==> src/rtl/perf_sampler.sv <==
// Periodic sweeper of the enabled mhpmcounters, streaming {idx, value} samples to trace/debug.
// Define PERF_SAMPLER_CLEAR_EN to zero each counter after it is read (delta sampling).
module perf_sampler #(
  parameter int XLEN        = 64,
  parameter int NumCounters = 29,
  parameter int IntervalW   = 32
) (
  input  logic                   clk_i,
  input  logic                   rst_ni,
  input  logic                   enable_i,
  input  logic [IntervalW-1:0]   interval_i,
  input  logic [NumCounters-1:0] counter_mask_i,
  output logic                   req_o,
  input  logic                   grant_i,
  output logic [11:0]            addr_o,
  output logic                   we_o,
  output logic [XLEN-1:0]        data_o,
  input  logic [XLEN-1:0]        data_i,
  output logic                   sample_valid_o,
  input  logic                   sample_ready_i,
  output logic [4:0]             sample_idx_o,
  output logic [63:0]            sample_data_o,
  output logic                   sample_last_o,
  output logic [7:0]             sample_seq_o,
  output logic                   busy_o,
  output logic                   overrun_o
);

  typedef enum logic [2:0] {IDLE, SCAN, RD_LO, RD_HI, CLR_LO, CLR_HI, PUSH} state_t;

  state_t                 state, state_nxt;
  logic [IntervalW-1:0]   timer;
  logic                   enable_q;
  logic                   tick;
  logic [NumCounters-1:0] mask_q;
  logic [4:0]             idx;
  logic [4:0]             bit_sel;
  logic [63:0]            value;
  logic [7:0]             seq;
  logic                   overrun;
  logic                   sweep_start, idx_inc, cap_lo, cap_hi, last;
  logic [11:0]            addr_lo, addr_hi;
  state_t                 after_reads;

  // The cycle enable rises only loads the timer, so the first tick lands interval+1 cycles later.
  assign tick        = enable_i && enable_q && (timer == '0);
  assign sweep_start = tick && (state == IDLE) && (|counter_mask_i);
  assign bit_sel     = idx - 5'd1;
  assign last        = (mask_q >> idx) == '0;
  assign addr_lo     = 12'hB02 + {7'd0, idx};
  assign addr_hi     = 12'hB82 + {7'd0, idx};

`ifdef PERF_SAMPLER_CLEAR_EN
  assign after_reads = CLR_LO;
`else
  assign after_reads = PUSH;
  assign we_o        = 1'b0;
`endif

  always_ff @(posedge clk_i or negedge rst_ni) begin
    if (!rst_ni) begin
      enable_q <= 1'b0;
      timer    <= '0;
    end else begin
      enable_q <= enable_i;
      if (!enable_i)                     timer <= '0;
      else if (!enable_q || timer == '0) timer <= interval_i;
      else                               timer <= timer - 1'b1;
    end
  end

  always_ff @(posedge clk_i or negedge rst_ni) begin
    if (!rst_ni) begin
      state   <= IDLE;
      mask_q  <= '0;
      idx     <= '0;
      seq     <= '0;
      value   <= '0;
      overrun <= 1'b0;
    end else begin
      state <= state_nxt;
      if (sweep_start) begin
        mask_q <= counter_mask_i;
        idx    <= 5'd1;
        seq    <= seq + 8'd1;
      end else if (idx_inc) begin
        idx <= idx + 5'd1;
      end
      if (cap_lo) value <= 64'(data_i);
      if (cap_hi) value[63:32] <= data_i[31:0];
      if (tick && state != IDLE) overrun <= 1'b1;
    end
  end

  always_comb begin
    state_nxt = state;
    req_o     = 1'b0;
    addr_o    = '0;
    idx_inc   = 1'b0;
    cap_lo    = 1'b0;
    cap_hi    = 1'b0;
`ifdef PERF_SAMPLER_CLEAR_EN
    we_o      = 1'b0;
`endif
    case (state)
      IDLE: if (sweep_start) state_nxt = SCAN;
      SCAN: begin
        if (mask_q[bit_sel])             state_nxt = RD_LO;
        else if (idx == 5'(NumCounters)) state_nxt = IDLE;
        else                             idx_inc   = 1'b1;
      end
      RD_LO: begin
        req_o  = 1'b1;
        addr_o = addr_lo;
        if (grant_i) begin
          cap_lo    = 1'b1;
          state_nxt = (XLEN == 32) ? RD_HI : after_reads;
        end
      end
      RD_HI: begin
        req_o  = 1'b1;
        addr_o = addr_hi;
        if (grant_i) begin
          cap_hi    = 1'b1;
          state_nxt = after_reads;
        end
      end
`ifdef PERF_SAMPLER_CLEAR_EN
      CLR_LO: begin
        req_o  = 1'b1;
        we_o   = 1'b1;
        addr_o = addr_lo;
        if (grant_i) state_nxt = (XLEN == 32) ? CLR_HI : PUSH;
      end
      CLR_HI: begin
        req_o  = 1'b1;
        we_o   = 1'b1;
        addr_o = addr_hi;
        if (grant_i) state_nxt = PUSH;
      end
`endif
      PUSH: begin
        if (sample_ready_i) begin
          if (last) state_nxt = IDLE;
          else begin
            idx_inc   = 1'b1;
            state_nxt = SCAN;
          end
        end
      end
      default: state_nxt = IDLE;
    endcase
  end

  assign data_o         = '0;
  assign busy_o         = (state != IDLE);
  assign sample_valid_o = (state == PUSH);
  assign sample_last_o  = (state == PUSH) && last;
  assign sample_idx_o   = idx;
  assign sample_data_o  = value;
  assign sample_seq_o   = seq;
  assign overrun_o      = overrun;

endmodule

==> config.mk <==
export PLATFORM = sky130hd
export DESIGN_NAME = perf_sampler
export DESIGN_NICKNAME = d
export VERILOG_FILES = /design/src/rtl/perf_sampler.sv
export SDC_FILE = /design/constraint.sdc
export NUM_CORES = 1
export LEC_CHECK = 0
export ABC_AREA = 1
export BUFFER_PORTS_ARGS = -buffer_cell sky130_fd_sc_hd__buf_2
export CAP_MARGIN = 15
export CORE_ASPECT_RATIO = 1.75
export CORE_MARGIN = 3
export CORE_UTILIZATION = 40
export CTS_BUF_LIST = sky130_fd_sc_hd__clkbuf_4
export DETAILED_ROUTE_END_ITERATION = 12
export PLACE_DENSITY_LB_ADDON = 0.1
export RECOVER_POWER = 50
export SYNTH_ARGS = -nofsm -noshare
export SYNTH_HDL_FRONTEND = slang
export SYNTH_SLANG_ARGS = --single-unit
==> constraint.sdc <==
create_clock -name clk_i -period 6.9 [get_ports clk_i]
set_input_delay 0.69 -clock clk_i [delete_from_list [all_inputs] [get_ports clk_i]]
set_output_delay 0.69 -clock clk_i [all_outputs]
set_load 0.005 [all_outputs]
# Word level (Yosys, flattened, before mapping)
# Cells that the tools add are included.
totals:
  register_bits: 143
  latchBits: 0
  mem_bits_rw: 0
  romBits: 0
  inputBits: 130
  output_inout_bits: 159
  word_cells: 68
  n_memories: 0
classes:
  n_addsub: 6
  mul: 0
  n_div: 0
  magnitude_cmp: 1
  n_eq_ne: 9
  shift: 1
  mux: 25
  bitwise: 0
  n_reduce_logical: 17
ops:
  columns: ["cell", "n"]
  rows:
  - ["$mux 32", 3]
  - ["$mux 64", 1]
  - ["$logic_not 32->1", 1]
  - ["$sub 32x1->32 const B", 1]
  - ["$logic_not 29->1", 1]
  - ["$reduce_or 29->1", 1]
  - ["$shr 29x5->29", 1]
  - ["$add 12x5->12 const A", 2]
  - ["$pmux 12 s2", 1]
  - ["$mux 3", 5]
  - ["$pmux 3 s4", 1]
  - ["$mux 1", 10]
  - ["$mux 5", 2]
  - ["$add 8x1->8 const B", 1]
  - ["$eq 3x2->1 const B", 2]
  - ["$logic_and 1x1->1", 6]
  - ["$lt 5x6->1 const B", 1]
  - ["$add 5x1->5 const B", 1]
  - ["$bmux 1 s5", 1]
  - ["$eq 5x5->1 const B", 1]
  - ["$sub 5x1->5 const B", 1]
  - ["$ne 2x1->1 const B", 2]
  - ["$reduce_and 4->1", 1]
  - ["$reduce_bool 2->1", 2]
  - ["other kinds (10)", 10]

# Depth between registers and ports, before layout
# Gate-level depths: netlist (run 1).
depth:
  depth_word: 7
  mapped_depth: 19
  ltp_nobuf: 17

# Least setup slack after synthesis (run 1)
# OpenSTA, ideal clock, no wires.
synth_path:
  path_kind: "reg2out"
  start: "reg idx[0] (netlist: sample_idx_o[0])"
  end: "out sample_last_o"
  arrival_time_ns: 1.699
  required_time_ns: 6.210
  path_slack_ns: 4.511
  stages_incl_launch_ff: 14
  n_path_buf: 2
  cell_sequence: "dfrtp_1 > buf_6 > buf_2 > nand2_1 > nand3_1 > nand2_1 > nand2_1 > o21ai_0 > nand3_1 > nand2_1 > nor2_1 > nor2_1 > nand3_2 > nor2_1"
synth_between:
  elab_chain_len: 3
synth_rtl:
  columns: ["element", "line", "source"]
  rows:
  - ["start, declared", "36", "logic [4:0] idx;"]
  - ["start signal, assigned", "87", "idx <= idx + 5'd1;"]
  - ["$shr 29x5->29", "49", "assign last = (mask_q >> idx) == '0;"]
  - ["$logic_not 29->1", "49", null]
  - ["$logic_and 1x1->1", "158", "assign sample_last_o = (state == PUSH) && last;"]
  - ["end, declared", "23", "output logic sample_last_o,"]
# No other way between the ends.

==> results of run 1 <==
==> kinds of logic (layout without fill, tap and decap cells) <==
kind of cell	Yosys count	count (layout)
simple gates	524	524
buf+inv	237	378
compound gates	190	190
flops	143	143
xor+xnor	30	30
fa+ha+maj	9	9
mux	6	6
other cells	1	69
==> power by group through the flow <==
stage | Clock (mW) | Sequential, mW | Combinational, mW
detailed placement | 0 | 1.22 | 1.43
global placement | 0 | 1.22 | 1.41
finish | 0.582 | 1.19 | 1.43
floorplan | 0 | 1.18 | 0.975
global route | 0.634 | 1.22 | 1.63
CTS | 0.604 | 1.21 | 1.43
==> worst paths after layout <==
path | depth (start not counted) | end
max reg2reg | 6 | sample_data_o[14]
min reg2reg | 1 | timer[0]
max | 2 | mask_q[5]
min | 3 | sample_data_o[57]
max in group clk_i | 10 | sample_last_o
min in group asynchronous | 1 | sample_data_o[47]
==> flip-flops by register name, summed over array words and instances (netlist names) <==
name	flops
timer	32
enable_q	1
mask_q	29
sample_seq_o	8
state	3
sample_data_o	64
sample_idx_o	5
overrun_o	1
==> layer usage <==
layer	wire [microns]	vias to the layer above	track usage (%)	part of all wire (%)
li1	-	4002	-	-
met1	9650	3838	23.1	36
met2	14800	256	42.5	55
met3	1420	69	5.34	5.3
met4	1130	2	11.3	4.2
met5	13	-	0	0.048
==> synth_stat cells (all sizes together), types with 3 or more instances <==
cell / instances / area share [%]
nand2: 264 / 12
dfrtp: 143 / 41
nand3: 136 / 8.2
inv: 113 / 4.9
o21ai: 112 / 6.4
buf: 91 / 7.5
nor2: 83 / 4.6
o211ai: 34 / 2.9
a21oi: 32 / 1.8
clkbuf: 29 / 1.2
xor2: 20 / 2.0
nand4: 18 / 1.4
xnor2: 10 / 1.0
ha: 9 / 1.3
nor4: 9 / 0.82
a31oi: 7 / 0.50
nor3: 7 / 0.52
mux2: 6 / 0.77
clkinv: 4 / 0.19
or2: 3 / 0.21
==> cell type report <==
| class | instances | share of cell area (%) |
|---|---|---|
| clock inverters | 14 | 1.65 |
| well taps | 288 | 3.58 |
| repair buffers | 230 | 11.6 |
| flip-flops and latches | 143 | 35.6 |
| inverters | 117 | 4.38 |
| multi-input cells | 826 | 41.9 |
| diodes | 2 | 0.0497 |
| clock buffers | 17 | 1.27 |
==> through the flow <==
| stage | total power [mW] | hold slack, ps | instance area, sq um | worst slack (ps) |
|---|---|---|---|---|
| detailed placement | 2.65 | 452 | 9760 | 2970 |
| floorplan | 2.16 | 394 | 8990 | 4510 |
| global route | 3.48 | 312 | 10100 | 2240 |
| CTS | 3.24 | 55.8 | 10100 | 2290 |
| finish | 3.21 | 355 | 10100 | 3040 |
| global placement | 2.64 | 446 | 9760 | 2980 |
==> results by stage, run 1 <==
Timing:
- Dividing the final minimum period by the clock period gives about 56%.
- Setup repair after global routing left no endpoint under its margin.
- Adding up every negative setup slack in the final design gives 0 ps.
- The normalized max-slew margin is -145%.
- The minimum period implied by the final worst setup slack is approximately 3900 ps.
- The total setup violations reported at the end of the flow is 0.
- Timing would allow up to roughly 0.26 GHz.
- Clock skew on the completed layout was measured at ~14 ps.
- The final count of hold timing violations is 0.
- The max-slew violation count is between 60 and 70.
- At the pin with the least slew margin, the transition time is 3670 ps.

Drt:
- The final route contains between 8000 and 9000 vias.
- The routed length per placed instance is about 16 microns.
- The initial DRC count is ~420.
- After detailed routing, the number of remaining DRC violations is 0.
- The number of iterations in the first detailed-routing pass is 7.
- The total wire length is approximately 27 mm.
- Once detail routing completed, the nets flagged for antenna violations numbered 0.
- In the routed layout, each cell is associated on average with a via count of 4.99.

Setup path:
- The arrival time of the worst setup path is about 4400 ps.
- Counting both buffers and inverters, the worst setup path holds a total of 2.
- The gate family responsible for the most delay along the worst path is buffers and inverters.
- The critical path startpoint category is a primary input.
- The setup slack of the worst register-to-register path is 3860 ps.
- Walking the worst path, the cells encountered are clkbuf_1 > buf_4.
- STA classifies the critical path endpoint as an async pin.
- At the worst endpoint, the required time is 7470 ps.
- The largest fanout on the critical path is 78.
- The peak per-stage delay on the critical path is 2520 ps.
- The cell at the slowest stage of the critical path is sky130_fd_sc_hd__clkbuf_1.
- The worst setup path startpoint is rst_ni.
- The start-to-end type of the worst setup path is primary input to async pin.
- In this run the critical register-to-register path is launched from state[2].

Clock network:
- The cts-stage hold buffer count is 0.
- The maximum buffer depth of the clock tree is 2.
- Clock-pin slew was measured on the worst setup and hold paths at 130 ps.
- The count of cells resized by post-cts repair is 0.
- Counting every sink on the clock net gives roughly 140.
- The clock tree synthesis step divided the H-tree into 4 levels.
- The clock tree from TritonCTS is done.
- Post-CTS timing repair inserted 0 buffers for setup.
- The total CTS buffers is 17.
- The clock latency at the later pin of the worst-skew pair is between 500 and 600 ps.
- The root buffer cell is sky130_fd_sc_hd__clkbuf_4.

Synthesis:
- By area, the combinational part of the netlist is dominated by simple AND/OR/NAND/NOR gates.
- Of the total synthesized cell area, the portion taken by AND, OR, NAND and NOR gates is around 28%.
- Sequential cells were found to cover 40.9% of the synthesized design area.
- Of all flip-flops after synthesis, the portion carrying an async set or reset was 100%.
- Among all flip-flop cells after synthesis, the most frequent one is sky130_fd_sc_hd__dfrtp_1.
- Summing the areas of all xor and xnor instances in the mapped netlist gives ~3.0% of the synthesized area.
- For this run, the number of Yosys warnings is 0.
- After Yosys synthesis, full adders, half adders and majority gates account for between 1 and 1.5% of the synthesized area.
- A synthesized cell averages 7.67 sq um.
- The mapped cell area is ~8700 sq um.
- The number of different library cells in the post-synthesis netlist is 47.
- Counting flops and latches in the post-synthesis netlist gives around 140.
- The fraction of synthesized area in multiplexers is 0.773%.
- The synthesized-area fraction occupied by ao, oa, aoi and oai cells is around 12%.
- Yosys mapped a number of flops with a built-in enable equal to 0.
- The cell count after synthesis came out at 1140.

Cells and area:
- Leaving out fill and tap cells, the most frequent cells in the layout are sky130_fd_sc_hd__nand2_1 (255), sky130_fd_sc_hd__buf_2 (183), sky130_fd_sc_hd__dfrtp_1 (143).
- Counting the fill cells in the layout gives 2252.
- The multi-input combinational cells in the finished layout cover a total of between 4000 and 5000 sq um.
- The fraction of the core area covered by cells at the end of the flow is a little under half.
- From synthesis to final layout, the design area changed by 15.1%.
- Leaving out fill and tap cells, the most frequent cell in the layout is sky130_fd_sc_hd__nand2_1.
- In the final design database the tool counted about 1500 nets.
- Cells with a size suffix above 1 make up between 15 and 20% of the layout.
- The number of standard cells in the layout, taps in and fillers out is about 1600.
- The area of all sequential standard cells is 3580 sq um.

Floorplanning:
- After floorplanning, the core was sized to cover between 20000 and 25000 sq um.
- The die is roughly 120 microns wide.
- The die covers around 24000 sq um.
- Once the floorplan was initialized, standard cells occupied 41.2% of the core.
- The number of cell rows is 70.
- The number of placed I/O pins is 289.
- In this run the vertical extent of the chip is 202 microns.

GRT:
- Entering global routing, the biggest net connects 79 pins.
- The global route total overflow is 0.
- The via count of the first global-routing pass was slightly above 8000.
- The number of antenna violations at the first check in global routing is 3.
- Across every metal layer, demand over resource in global routing totals between 20% and 30%.
- The first global-routing pass estimated 42.6 mm of wire.

Status:
- The run finished, with violations left.
- The checks that failed: max-capacitance violations, max-slew violations.

Placement:
- The wire-length estimate of the detail-placed layout is 20.3 mm.
- After detailed placement, the design holds a cell count of 1602.
- The congestion estimate from routability-driven global placement came to 0.987.
- During placement, the flow inserted port buffers numbering between 200 and 250.

Pwr:
- Of the total power, the share spent switching nets is approximately 44%.
- The share of power burned in registers is roughly 37%.
- Internal power comes to between 1.5 and 2 mW.
- Summed over all cells, the static leakage comes to ~5.2 nW.
- IR analysis of the VDD net gives a maximum drop of ~0.00016 V.
- In this run the power spent charging and discharging nets is 1.40 mW.
- The power per cell area is 319 nW/um^2.
- Combinational logic is responsible for approximately 45% of the overall power.
- The clock network burns a little under a fifth of the power.

Min path:
- The min-delay analysis places its worst path in the category primary input to flip-flop.
- The critical hold path startpoint is data_i[57].

Run:
- The number of max-capacitance violations reported is 1.
Power figures use the tool's default switching activity.
==> inputs of run 2 (changes only) <==
--- a/config.mk
+++ b/config.mk
@@ -5,7 +5,7 @@
 export SDC_FILE = /design/constraint.sdc
 export NUM_CORES = 1
 export LEC_CHECK = 0
-export ABC_AREA = 1
+export ABC_AREA = 0
 export BUFFER_PORTS_ARGS = -buffer_cell sky130_fd_sc_hd__buf_2
 export CAP_MARGIN = 15
 export CORE_ASPECT_RATIO = 1.75
==> constraint.sdc (replaced) <==
create_clock -name clk_i -period 4 [get_ports clk_i]
set_input_delay 0.4 -clock clk_i [delete_from_list [all_inputs] [get_ports clk_i]]
set_output_delay 0.4 -clock clk_i [all_outputs]
set_load 0.005 [all_outputs]
==> results by stage, run 2 <==
Status:
- Status: finished, violations left (unchanged).
- Violated checks: max-capacitance violations, max-slew violations (unchanged).

Timing:
- The max-slew violation count is 97 (was 67).
- The routed design could run at a clock period as short as roughly 3600 ps.
- The aggregate negative setup slack is 0 ps (unchanged).
- The fraction of the cycle the final worst path needs is just over 90%.
- RSZ-0062 raised after global routing: no (unchanged).
- The final count of hold timing violations is 0 (unchanged).
- The normalized max-slew margin is -68.6% (was -145%).
- The maximum operating frequency is roughly 0.28 GHz.
- The pin slew with the least headroom to its limit is 2530 ps (was 3670 ps).
- The worst slack on hold paths was 56.0 ps (was 355 ps).
- The post-route clock skew came to 21.3 ps (was 13.8 ps).
- The total setup violations reported at the end of the flow is 0 (unchanged).

Drt:
- The routed length per placed instance is 18.8 microns (was 16.5 microns).
- The initial DRC count came to 357 (was 418).
- The remaining routing DRC violations is 0 (unchanged).
- The number of iterations in the first detailed-routing pass was 4 (was 7).
- The number of vias after detailed routing is 6952 (was 8167).
- The total wire length was 24.8 mm (was 27.0 mm).
- The number of antenna-violating nets in the routed design came to 0 (unchanged).
- The vias per cell is 5.26 (was 4.99).

GRT:
- The via count of the first global-routing pass is 7106 (was 8249).
- The global-route wire length before repair is 38.0 mm (was 42.6 mm).
- The global route total overflow came to 0 (unchanged).
- The number of antenna violations at the first check in global routing is 2 (was 3).
- The combined global-route utilization of all metal layers is 21.4% (was 22.6%).
- The pin count of the biggest net entering global routing is 97 (was 79).

Synthesis:
- The count of warnings emitted by yosys is 0 (unchanged).
- The fraction of synthesized cell area in xor and xnor cells is 4.09% (was 3.01%).
- The synthesized-area fraction occupied by ao, oa, aoi and oai cells came to 11.7% (was 12.1%).
- The synthesis-stage register bit count is 143 (unchanged).
- The fraction of registers with async set/reset was 100% (unchanged).
- The largest area contributor in the netlist is sky130_fd_sc_hd__dfrtp_1 (unchanged).
- Cell types occupying the most area after synthesis: sky130_fd_sc_hd__dfrtp_1 (42%), sky130_fd_sc_hd__mux2_2 (7.4%), sky130_fd_sc_hd__mux2i_1 (6.4%) (was sky130_fd_sc_hd__dfrtp_1 (41%), sky130_fd_sc_hd__nand2_1 (11%), sky130_fd_sc_hd__nand3_1 (7.5%)).
- The fraction of synthesized area in multiplexers was 16.1% (was 0.773%).
- The share of Yosys cell area claimed by the top area cell type is 41.7% (was 40.9%).
- The number of synthesized flops with an enable pin is 0 (unchanged).
- The portion of the post-synthesis area used by sequential elements is 41.7% (was 40.9%).
- The area share of fa/ha/maj cells after synthesis is 1.31% (was 1.29%).
- The number of different library cells in the post-synthesis netlist was 75 (was 47).
- The post-synthesis instance total was 842 (was 1140).
- The synthesized area divided by synthesized cell count is 10.2 sq um (was 7.67 sq um).
- The most frequent cell after synthesis was sky130_fd_sc_hd__dfrtp_1 (was sky130_fd_sc_hd__nand2_1).
- The main combinational cell family by area after synthesis is multiplexers (was simple AND/OR/NAND/NOR gates).
- Synth top cells by count: sky130_fd_sc_hd__dfrtp_1 (143), sky130_fd_sc_hd__nand2_1 (96), sky130_fd_sc_hd__buf_4 (73), sky130_fd_sc_hd__mux2_2 (56), sky130_fd_sc_hd__mux2i_1 (55) (was sky130_fd_sc_hd__nand2_1 (256), sky130_fd_sc_hd__dfrtp_1 (143), sky130_fd_sc_hd__nand3_1 (131), sky130_fd_sc_hd__inv_1 (109), sky130_fd_sc_hd__o21ai_0 (108)).
- The mapped cell area is 8570 sq um (was 8740 sq um).
- The most frequently used flop master after synthesis is sky130_fd_sc_hd__dfrtp_1 (unchanged).
- The share of synthesized cell area in and, or, nand and nor gates is 15.4% (was 28.0%).

Placement:
- The total half-perimeter wirelength after legalization and detailed placement is 18.7 mm (was 20.3 mm).
- The count of buffers from port buffering was 221 (unchanged).
- The final estimated routing congestion in global placement came to 0.938 (was 0.987).
- The total instance count after detailed placement came to 1277 (was 1602).

Setup path:
- The peak per-stage delay on the critical path came to 420 ps (was 2520 ps).
- The worst reg2reg path endpoint is sample_idx_o[4] (was sample_data_o[14]).
- The arrival time of the worst setup path is 3230 ps (was 4420 ps).
- The launch instance of the worst register-to-register path is sample_idx_o[1] (was state[2]).
- The cell depth of the worst flop-to-flop path came to 10 (was 6).
- The required time at the endpoint of the critical path is 3600 ps (was 7470 ps).
- Chain of cells forming the critical path: buf_6 > nor3b_1 > o2111ai_1 > a21boi_0 > o221ai_1 > a211oi_2 > and2_1 > and3_1 > buf_2 (was clkbuf_1 > buf_4).
- The critical path startpoint category was a flip-flop (was primary input).
- The cell at the slowest stage of the critical path is sky130_fd_sc_hd__a211oi_2 (was sky130_fd_sc_hd__clkbuf_1).
- The type of destination of the critical path is a primary output (was async pin).
- The setup slack of the worst register-to-register path is 830 ps (was 3860 ps).
- The gate family responsible for the most delay along the worst path is compound AO/OA/AOI/OAI gates (was buffers and inverters).
- The largest fanout on the critical path came to 53 (was 78).
- The start-to-end type of the worst setup path was flip-flop to primary output (was primary input to async pin).
- The count of buffering cells on the critical path with inverters included is 2 (unchanged).

Floorplanning:
- The area inside the core boundary is 21000 sq um (was 21200 sq um).
- The die boundary height is 200 microns (was 202 microns).
- The area of the die is 23300 sq um (was 23700 sq um).
- The die span in x came to 117 microns (was 118 microns).
- The number of placed I/O pins is 289 (unchanged).
- The effective utilization at floorplan is 40.8% (was 41.2%).
- The number of cell rows was 70 (unchanged).

Run:
- The number of max-capacitance violations reported is 1 (unchanged).

Clock network:
- The clock latency at the later pin of the worst-skew pair is 570 ps (was 580 ps).
- The maximum buffer depth of the clock tree is 2 (unchanged).
- The clock-pin slew reported for the worst setup and hold paths after clock tree synthesis is 140 ps (was 130 ps).
- The clock tree from TritonCTS is done (unchanged).
- The root buffer cell is sky130_fd_sc_hd__clkbuf_4 (unchanged).
- The number of clock sinks is 143 (unchanged).
- The H-tree depth was 4 (unchanged).
- The total CTS buffers is 17 (unchanged).

Cells and area:
- The commonest non-fill, non-tap cell in the layout is sky130_fd_sc_hd__buf_2 (was sky130_fd_sc_hd__nand2_1).
- The fraction of layout cells with a size suffix above 1 is 28.9% (was 20.0%).
- The net total in the final layout is 1194 (was 1474).
- The fraction of the core area covered by cells at the end of the flow came to 47.3% (was 47.5%).
- The filler cell count is 2121 (was 2252).
- The number of standard cells in the layout, taps in and fillers out is 1321 (was 1637).
- Most used cells in the layout excluding fill and tap cells: sky130_fd_sc_hd__buf_2 (180), sky130_fd_sc_hd__dfrtp_1 (141), sky130_fd_sc_hd__nand2_1 (95) (was sky130_fd_sc_hd__nand2_1 (255), sky130_fd_sc_hd__buf_2 (183), sky130_fd_sc_hd__dfrtp_1 (143)).
- The area growth from synthesis to final layout was 15.9% (was 15.1%).
- The number of flip-flops in the largest register came to 64 (unchanged).

Min path:
- The number of cells on the worst hold path is 3 (unchanged).
- The type of the most critical hold path is primary input to flip-flop (unchanged).
- The worst min-delay path endpoint is mask_q[22] (was sample_data_o[57]).
- The critical hold path startpoint is counter_mask_i[22] (was data_i[57]).

Pwr:
- The power per cell area is 524 nW/um^2 (was 319 nW/um^2).
- The post-layout total power was 5.21 mW (was 3.21 mW).
- The worst ir drop on vdd is 0.000307 V (was 0.000161 V).
- The standby leakage power is 4.81 nW (was 5.20 nW).
[run 2: cell types whose count changed after synthesis, sizes merged, moves of 43 or more]
cell	previous run	this run
inv	113	15
mux2	6	56
mux2i	0	55
nand2	264	97
nand3	136	8
nor2	83	40
o21ai	112	55
[run 2: final cells by class]
class | instances | area (sq um) | area share [%]
Antenna cell | 1 | 2.50 | 0.0252
Clock inverter | 13 | 141 | 1.42
Clock buffer | 19 | 143 | 1.44
Inverter | 18 | 67.6 | 0.680
Timing Repair Buffer | 245 | 1260 | 12.7
Sequential cell | 143 | 3580 | 36.0
Multi-Input combinational cell | 630 | 4430 | 44.6
Tap cell | 252 | 315 | 3.17
[run 2: timing repair]
action                                  in CTS  in global routing
endpoints found under the setup margin       0                  1
endpoints found under the hold margin      104                  0
hold buffers                                11                  0
resized for setup                            0                  1
buffers inserted                             0                  0
[run 2: worst max-delay path by stage]
stage	start	end	slack, ps	cells after the start
2_1_floorplan	sample_idx_o[0]	sample_idx_o[4]	750	12
3_3_place_gp	sample_idx_o[1]	sample_idx_o[4]	940	10
3_5_place_dp	sample_idx_o[1]	sample_idx_o[4]	870	10
4_1_cts	sample_idx_o[1]	sample_last_o	280	9
5_1_grt	sample_idx_o[1]	sample_last_o	70	9
6_report	sample_idx_o[1]	sample_last_o	370	9
[run 2: power by group]
part | internal, mW | switching (mW) | total, mW
sequential | 1.82 | 0.222 | 2.04
clock | 0.386 | 0.572 | 0.957
combinational | 0.975 | 1.24 | 2.21
[run 2: per-layer routing]
layer / wire [microns] / up-vias / global-route usage [%]
met4: 964 / 2 / 10.0
met2: 13800 / 245 / 39.5
met3: 1280 / 66 / 5.00
met5: 13 / - / 0
met1: 8690 / 3328 / 22.3
li1: - / 3311 / -
[run 2: worst register-to-register path, delay by kind of cell (launching register included)]
family,cells,cell delay [ps]
fa+ha+maj,1,530
flops,1,390
simple gates,2,350
compound gates,3,790
buf+inv,2,310
mux,2,710
[run 2: logic make-up (layout without fill, tap and decap cells)]
group,count (synthesis),count (layout)
compound gates,141,141
xor+xnor,40,40
fa+ha+maj,9,9
buf+inv,135,295
flops,143,143
mux,120,120
other cells,1,68
simple gates,253,253
[run 2: through the flow]
| stage | setup slack [ps] | instance area (sq um) |
|---|---|---|
| after global routing | 68.3 | 9940 |
| final | 375 | 9940 |
| after floorplan | 749 | 8820 |
| after detailed placement | 872 | 9600 |
| after global placement | 945 | 9600 |
| after CTS | 280 | 10000 |
